### src/rtl/score_display_ctrl.sv
// Score readout sequencer: accepts binary scores, converts them to BCD by double-dabble
// (or passes raw hex), and drives committed digit codes plus a leading-zero/blink blank mask.
module score_display_ctrl #(
    parameter int unsigned SCORE_W   = 14,
    parameter int unsigned BLINK_DIV = 25000000
) (
    input  logic               clk,
    input  logic               rst_n,
    input  logic               score_valid,
    input  logic [SCORE_W-1:0] score,
    input  logic               hex_mode,
    output logic               score_ready,
    input  logic               blink_en,
    output logic [15:0]        digits,
    output logic [3:0]         blank,
    output logic               busy
);

    localparam int unsigned SH_W  = SCORE_W + 16;
    localparam int unsigned BIT_W = $clog2(SCORE_W + 1);
    localparam int unsigned BLK_W = (BLINK_DIV > 1) ? $clog2(BLINK_DIV) : 1;
    localparam logic [SCORE_W-1:0] SAT_MAX = SCORE_W'(9999);

    typedef enum logic [1:0] {IDLE, SHIFT, DONE} state_t;

    state_t             state;
    logic [SH_W-1:0]    sh;
    logic [BIT_W-1:0]   bit_cnt;
    logic               hex_wait;
    logic [3:0]         lz;
    logic [BLK_W-1:0]   blk_cnt;
    logic               blk_off;

    logic [SH_W-1:0]    sh_adj;
    logic [SH_W-1:0]    sh_shift;
    logic [SCORE_W-1:0] sat;
    logic [BLK_W-1:0]   blk_cnt_n;
    logic               blk_off_n;
    logic               commit;
    logic [15:0]        digits_n;
    logic [3:0]         lz_n;

    // Blank every upper digit that has only zeros above and including it; ones digit always shown.
    function automatic logic [3:0] lead_zero(input logic [11:0] d_hi);
        logic [3:0] m;
        m[3] = (d_hi[11:8] == 4'd0);
        m[2] = m[3] && (d_hi[7:4] == 4'd0);
        m[1] = m[2] && (d_hi[3:0] == 4'd0);
        m[0] = 1'b0;
        return m;
    endfunction

    assign sat = (score > SAT_MAX) ? SAT_MAX : score;

    // One double-dabble iteration: add-3 correction on each BCD nibble, then shift left.
    always_comb begin
        sh_adj = sh;
        for (int i = 0; i < 4; i++) begin
            if (sh[SCORE_W + 4*i +: 4] >= 4'd5) begin
                sh_adj[SCORE_W + 4*i +: 4] = sh[SCORE_W + 4*i +: 4] + 4'd3;
            end
        end
        sh_shift = sh_adj << 1;
    end

    // Blink phase advances only while enabled; disabling snaps back to ON with a cleared count.
    always_comb begin
        blk_cnt_n = blk_cnt;
        blk_off_n = blk_off;
        if (!blink_en) begin
            blk_cnt_n = '0;
            blk_off_n = 1'b0;
        end else if (blk_cnt == BLK_W'(BLINK_DIV - 1)) begin
            blk_cnt_n = '0;
            blk_off_n = ~blk_off;
        end else begin
            blk_cnt_n = blk_cnt + 1'b1;
        end
    end

    always_comb begin
        commit   = (state == DONE) && !hex_wait;
        digits_n = commit ? sh[SH_W-1 -: 16] : digits;
        lz_n     = commit ? lead_zero(sh[SH_W-1 -: 12]) : lz;
    end

    always_ff @(posedge clk) begin
        if (!rst_n) begin
            state       <= IDLE;
            sh          <= '0;
            bit_cnt     <= '0;
            hex_wait    <= 1'b0;
            digits      <= 16'h0000;
            lz          <= 4'b1110;
            blank       <= 4'b1110;
            score_ready <= 1'b0;
            busy        <= 1'b0;
            blk_cnt     <= '0;
            blk_off     <= 1'b0;
        end else begin
            blk_cnt <= blk_cnt_n;
            blk_off <= blk_off_n;
            digits  <= digits_n;
            lz      <= lz_n;
            blank   <= lz_n | {4{blk_off_n}};
            case (state)
                IDLE: begin
                    score_ready <= 1'b1;
                    if (score_valid && score_ready) begin
                        score_ready <= 1'b0;
                        busy        <= 1'b1;
                        if (hex_mode) begin
                            sh       <= {16'(score), SCORE_W'(0)};
                            hex_wait <= 1'b1;
                            state    <= DONE;
                        end else begin
                            sh      <= {16'h0000, sat};
                            bit_cnt <= '0;
                            state   <= SHIFT;
                        end
                    end
                end
                SHIFT: begin
                    sh      <= sh_shift;
                    bit_cnt <= bit_cnt + 1'b1;
                    if (bit_cnt == BIT_W'(SCORE_W - 1)) begin
                        state <= DONE;
                    end
                end
                DONE: begin
                    // Hex results sit one extra cycle so commit lands two edges after the handshake.
                    if (hex_wait) begin
                        hex_wait <= 1'b0;
                    end else begin
                        state       <= IDLE;
                        score_ready <= 1'b1;
                        busy        <= 1'b0;
                    end
                end
                default: state <= IDLE;
            endcase
        end
    end

endmodule

### config.mk
export PLATFORM = sky130hd
export DESIGN_NAME = score_display_ctrl
export DESIGN_NICKNAME = d
export VERILOG_FILES = /design/src/rtl/score_display_ctrl.sv
export SDC_FILE = /design/constraint.sdc
export NUM_CORES = 1
export LEC_CHECK = 0
export BUFFER_PORTS_ARGS = -buffer_cell sky130_fd_sc_hd__clkbuf_2
export CAP_MARGIN = 20
export CORE_AREA = 2 2 87 89
export DETAILED_ROUTE_END_ITERATION = 10
export DIE_AREA = 0 0 89 91
export PLACE_DENSITY_LB_ADDON = 0.08
export RECOVER_POWER = 100
export SLEW_MARGIN = 20
export SYNTH_ARGS = -nofsm -noshare
export SYNTH_HDL_FRONTEND = slang
export SYNTH_SLANG_ARGS = --single-unit
export TNS_END_PERCENT = 10
### constraint.sdc
create_clock -name clk -period 2.1 [get_ports clk]
set_input_delay 0.105 -clock clk [delete_from_list [all_inputs] [get_ports clk]]
set_output_delay 0.105 -clock clk [all_outputs]
set_load 0.1 [all_outputs]
Yosys cells after proc, flatten, opt, wreduce, memory -nomap -nowiden
Cells that the tools add are included.
W data, S select, Z words.
- register bits: 89
- bits of input ports: 19
- logic and storage cells: 81
- add/subtract/negate cells: 6
- $lt $le $gt $ge: 5
- equality and inequality tests: 9
- mux-type cells: 28
- bitwise logic cells: 4
- reductions and logical operators: 18
- operator list (cell ; count):
    $pmux W30 S2 ; 1
    $mux W30 ; 1
    $mux W28 ; 1
    $add A25 B1 Y25 const B ; 1
    $eq A25 B25 Y1 const B ; 1
    $mux W4 ; 6
    $ge A4 B3 Y1 const B ; 4
    $gt A14 B14 Y1 const B ; 1
    $mux W14 ; 1
    $add A4 B2 Y4 const B ; 3
    $logic_not A4 Y1 ; 3
    $reduce_and A3 Y1 ; 4
    $ne A2 B2 Y1 const B ; 5
    $mux W1 ; 8
    $mux W2 ; 4
    $pmux W4 S2 ; 1
    $pmux W1 S2 ; 3
    $pmux W2 S3 ; 1
    $add A4 B1 Y4 const B ; 1
    $eq A4 B4 Y1 const B ; 1
    $logic_and A1 B1 Y1 ; 4
    $or A4 B4 Y4 ; 1
    $reduce_and A2 Y1 ; 2
    $reduce_bool A2 Y1 ; 2
    other kinds (8) ; 10

Logic depth before layout (Yosys ltp)
- word-level depth: 5
- gate-level depth with buffers: 8

Worst setup path before layout
Ideal clock, no wire load.
- path type: register to register
- start point: reg score_ready
- end point: reg sh[19]
- setup time: 123 ps
- data arrival time: 1990 ps
- data required time: 1977 ps
- setup slack: -12 ps
- stages on the path, launching flop included: 6
- path buffers: 1
- clock period less this slack: 2112 ps
- cell sequence: dfxtp_1 > a21oi_1 > or2_2 > clkbuf_1 > a221oi_1 > nor2_1
- cells in the longest elaborated chain, start to end: 3
- ends and longest elaborated chain (item ; line ; text):
    start, declared ; 12 ; output logic score_ready,
    start signal, assigned ; 96 ; score_ready <= 1'b0;
    start signal, assigned ; 108 ; score_ready <= 1'b1;
    start signal, assigned ; 110 ; score_ready <= 1'b0;
    $logic_and A1 B1 Y1 ; 109 ; if (score_valid && score_ready) begin
    $ne A2 B2 Y1 (no line) ; -- ;
    $reduce_and A2 Y1 (no line) ; -- ;
    end signal, assigned ; 113 ; sh <= {16'(score), SCORE_W'(0)};
    end signal, assigned ; 117 ; sh <= {16'h0000, sat};
    end signal, assigned ; 124 ; sh <= sh_shift;
    end, declared ; 27 ; logic [SH_W-1:0] sh;
No other way between the ends.
A chain may end at the register's enable or synchronous reset.

Worst setup path after layout
- start point: reg blk_cnt[0]
- end point: reg blk_off
- cells in the longest elaborated chain, start to end: 3
- ends and longest elaborated chain (item ; line ; text):
    start, declared ; 31 ; logic [BLK_W-1:0] blk_cnt;
    start signal, assigned ; 101 ; blk_cnt <= blk_cnt_n;
    $eq A25 B25 Y1 ; 73 ; end else if (blk_cnt == BLK_W'(BLINK_DIV - 1)) begin
    $mux W1 ; 73 ;
    $mux W1 ; 70 ; if (!blink_en) begin
    end signal, assigned ; 102 ; blk_off <= blk_off_n;
    end, declared ; 32 ; logic blk_off;
No other way between the ends.

==> flow_summary.toml <==
[detailed_routing]
drtIter0Drc = 147
detail_route.wirelength_mm = 8.62
postRouteAntennaNets = 0
route.vias.total = 3394
vias_per_cell = 5.49
drc = 0
dr.pass1.iters = 5
avgRoutedWirePerCell_um = 14.0

[clocking]
clockBufferDepth = 2
postCtsSetupBuffers = 0
cts_buffers = 9
root_buffer = "clkbuf_8"
cts_tree = "yes"
clk_pin_slew_ns = 0.09
cts-htree-levels = 3
insertion_delay_ns = 0.35
cts.sinks = 89
cts-resized-gates = 0
holdBufCountCts = 0

[timing]
post-route-min-period_ns = 1.84
relSlewSlack = 0.225
max_slew.worst_pin.slew_ns = 1.17
hold_violations = 0
slew_violations = 0
grt_setup_unrepaired = "no"
setup-tns-final_ns = 0
fmax_mhz = 545
fin_skew_ns = 0.00698
post-route-period-util = 0.874
layout_setup_ws_ns = 0.264
setup_viol = 0

[floorplan]
coreArea_um2 = 7140
rows = 31
pin_count = 41
die_y_um = 91
die_w_um = 89
start_util = 0.577
dieArea_um2 = 8100

[placement]
hpwl_mm = 6.07
gp_congestion = 0.814
io_buffers = 40
dp.cells = 603
pre_cts_ws_ns = 0.291

[synth]
synth-edff-count = 0
synth-compound-area-share = 0.183
yosysSeqAreaShare = 0.432
synthesis.area_um2 = 4120
synthMuxAreaShare = 0.00243
yosysWarningCount = 0
synthXorXnorAreaFrac = 0.0720
ys_ff_latch = 89
ys_types = 48
synth_area_leaders = "dfxtp_1 43%, nand2_1 5.1%, nor2_1 4.7%, xnor2_1 4.5%, o21ai_0 4.0%"
syn_nets = 510
synth_top_area_cell = "dfxtp_1"
yosys.area_share.simple = 0.229
syn_inst = 478
synth_fa_ha_area_frac = 0.0395
netlist.area_leader.share = 0.432
synth_async_sr_flop_share = 0
ys.flop_type = "dfxtp_1"
synth_top_family_by_area = "simple AND/OR/NAND/NOR gates"
syn_avg_cell_area_um2 = 8.62

[power]
comb_power_share = 0.144
cellPowerDensity_nw_per_um2 = 754
ir_worst_vdd_uv = 413
p_clk_frac = 0.324
switching_share = 0.287
internal_power_mw = 2.46
sequentialPowerShare = 0.532
power_leakage_nw = 1.73
netSwitchingPower_mw = 0.989

[worst_setup_path]
worstPathArrival_ns = 2.14
crit_path_end_kind = "register"
worstSetupStartpointType = "register"
worstPathRequired_ns = 2.40
path_max_fanout = 5
path_class = "reg2reg"

[worst_hold_path]
hold_class = "in2reg"

[layout]
layout_commonest_cell = "dfxtp_1"
syn_to_final_growth_pct = 11.1
nets = 547
fin_cells = 618
final_cell_mix = "88 x dfxtp_1, 56 x nand2_1, 52 x nor2_1, 33 x o21ai_0, 22 x clkbuf_1"
diodes = 0
fillCellCount = 667
layout-drive-gt1-share = 0.106

[global_routing]
antenna_found_initial = 0
track_usage = 0.220
grt_pass1_vias = 3060
grt_max_degree = 33
grt_pass1_wl_mm = 14.1
grt_overflow_total = 0

[outcome]
status = "complete, no violations"

[run]
drv_cap = 0
-- critical path, stage by stage (launching register included) --
cell	delay [ns]
dfxtp_1	0.38
ha_1	0.20
and3_4	0.24
nand3_4	0.10
nor4_4	0.31
xor2_1	0.35
and3_1	0.20
-- final timing paths --
path	start	cells past startpoint	endpoint	slack, ns
setup / recovery	blk_cnt[0]	6	blk_off	0.26
hold / removal	score[7]	3	sh[7]	0.01
setup reg to reg	blk_cnt[0]	6	blk_off	0.26
hold reg to reg	digits[10]	2	digits[10]	0.46
-- synthesized netlist by cell type, drive strengths merged (4+ instances only) --
| cell type | n |
|---|---|
| a21boi | 21 |
| nand2b | 6 |
| o22ai | 5 |
| nor2b | 4 |
| a221oi | 4 |
| o211a | 5 |
| nand4 | 12 |
| o21ai | 33 |
| nand3 | 15 |
| a21oi | 21 |
| nor3 | 14 |
| ha | 13 |
| xnor2 | 21 |
| nor3b | 5 |
| buf | 9 |
| o211ai | 7 |
| nor4 | 5 |
| nand2 | 56 |
| a31oi | 4 |
| a21o | 6 |
| and3 | 8 |
| inv | 15 |
| dfxtp | 89 |
| xor2 | 12 |
| nor2 | 52 |
| clkbuf | 16 |
-- registers in the layout, summed over array words and instances (netlist names) --
signal / cells
hex_wait: 1
digits: 16
blk_off: 1
blank: 4
busy: 1
blk_cnt: 25
state: 2
sh: 30
score_ready: 1
lz: 4
bit_cnt: 4
-- layer usage --
metal / up-vias / GRT usage / part of all wire / routed length [µm]
met5: - / 0 / 0 / 0
met4: 0 / 0.0709 / 0.012 / 106
met3: 9 / 0.0409 / 0.050 / 430
met2: 75 / 0.320 / 0.43 / 3680
met1: 1571 / 0.327 / 0.51 / 4410
li1: 1739 / - / - / -
-- stage by stage --
stage	utilization	hold slack (ns)	instance area [µm²]	total power [mW]
2_1_floorplan	-	0.215	4120	2.24
3_3_place_gp	0.620	0.382	4420	2.36
3_5_place_dp	0.620	0.375	4420	2.37
4_1_cts	0.646	0.000827	4610	3.49
5_1_grt	0.641	0.0219	4580	3.61
6_report	0.641	0.0111	4580	3.45
-- area by class of cell --
type,count,area [µm²],share of cell area
multi-input cells,349,2160,0.471
clock buffers,12,165,0.0361
inverters,15,56.3,0.0123
clock inverters,3,25.0,0.00547
flip-flops and latches,89,1780,0.390
well taps,99,124,0.0271
repair buffers,51,265,0.0580
-- cells by family (layout without fill, tap and decap cells) --
group	after synthesis	count (layout)
adders and majority gates	13	13
buffers and inverters	40	81
xor gates and xnor gates	33	33
muxes	1	1
and+or+nand+nor	186	186
DFF	89	89
AOI/OAI and AO/OA	116	116
-- power by group through the flow --
stage | sequential [mW] | combinational [mW] | clock [mW]
2_1_floorplan | 1.92 | 0.314 | 0
3_3_place_gp | 1.87 | 0.489 | 0
3_5_place_dp | 1.87 | 0.498 | 0
4_1_cts | 1.83 | 0.503 | 1.15
5_1_grt | 1.85 | 0.552 | 1.21
6_report | 1.84 | 0.497 | 1.12
No activity file was read; power rests on OpenSTA's default activity.
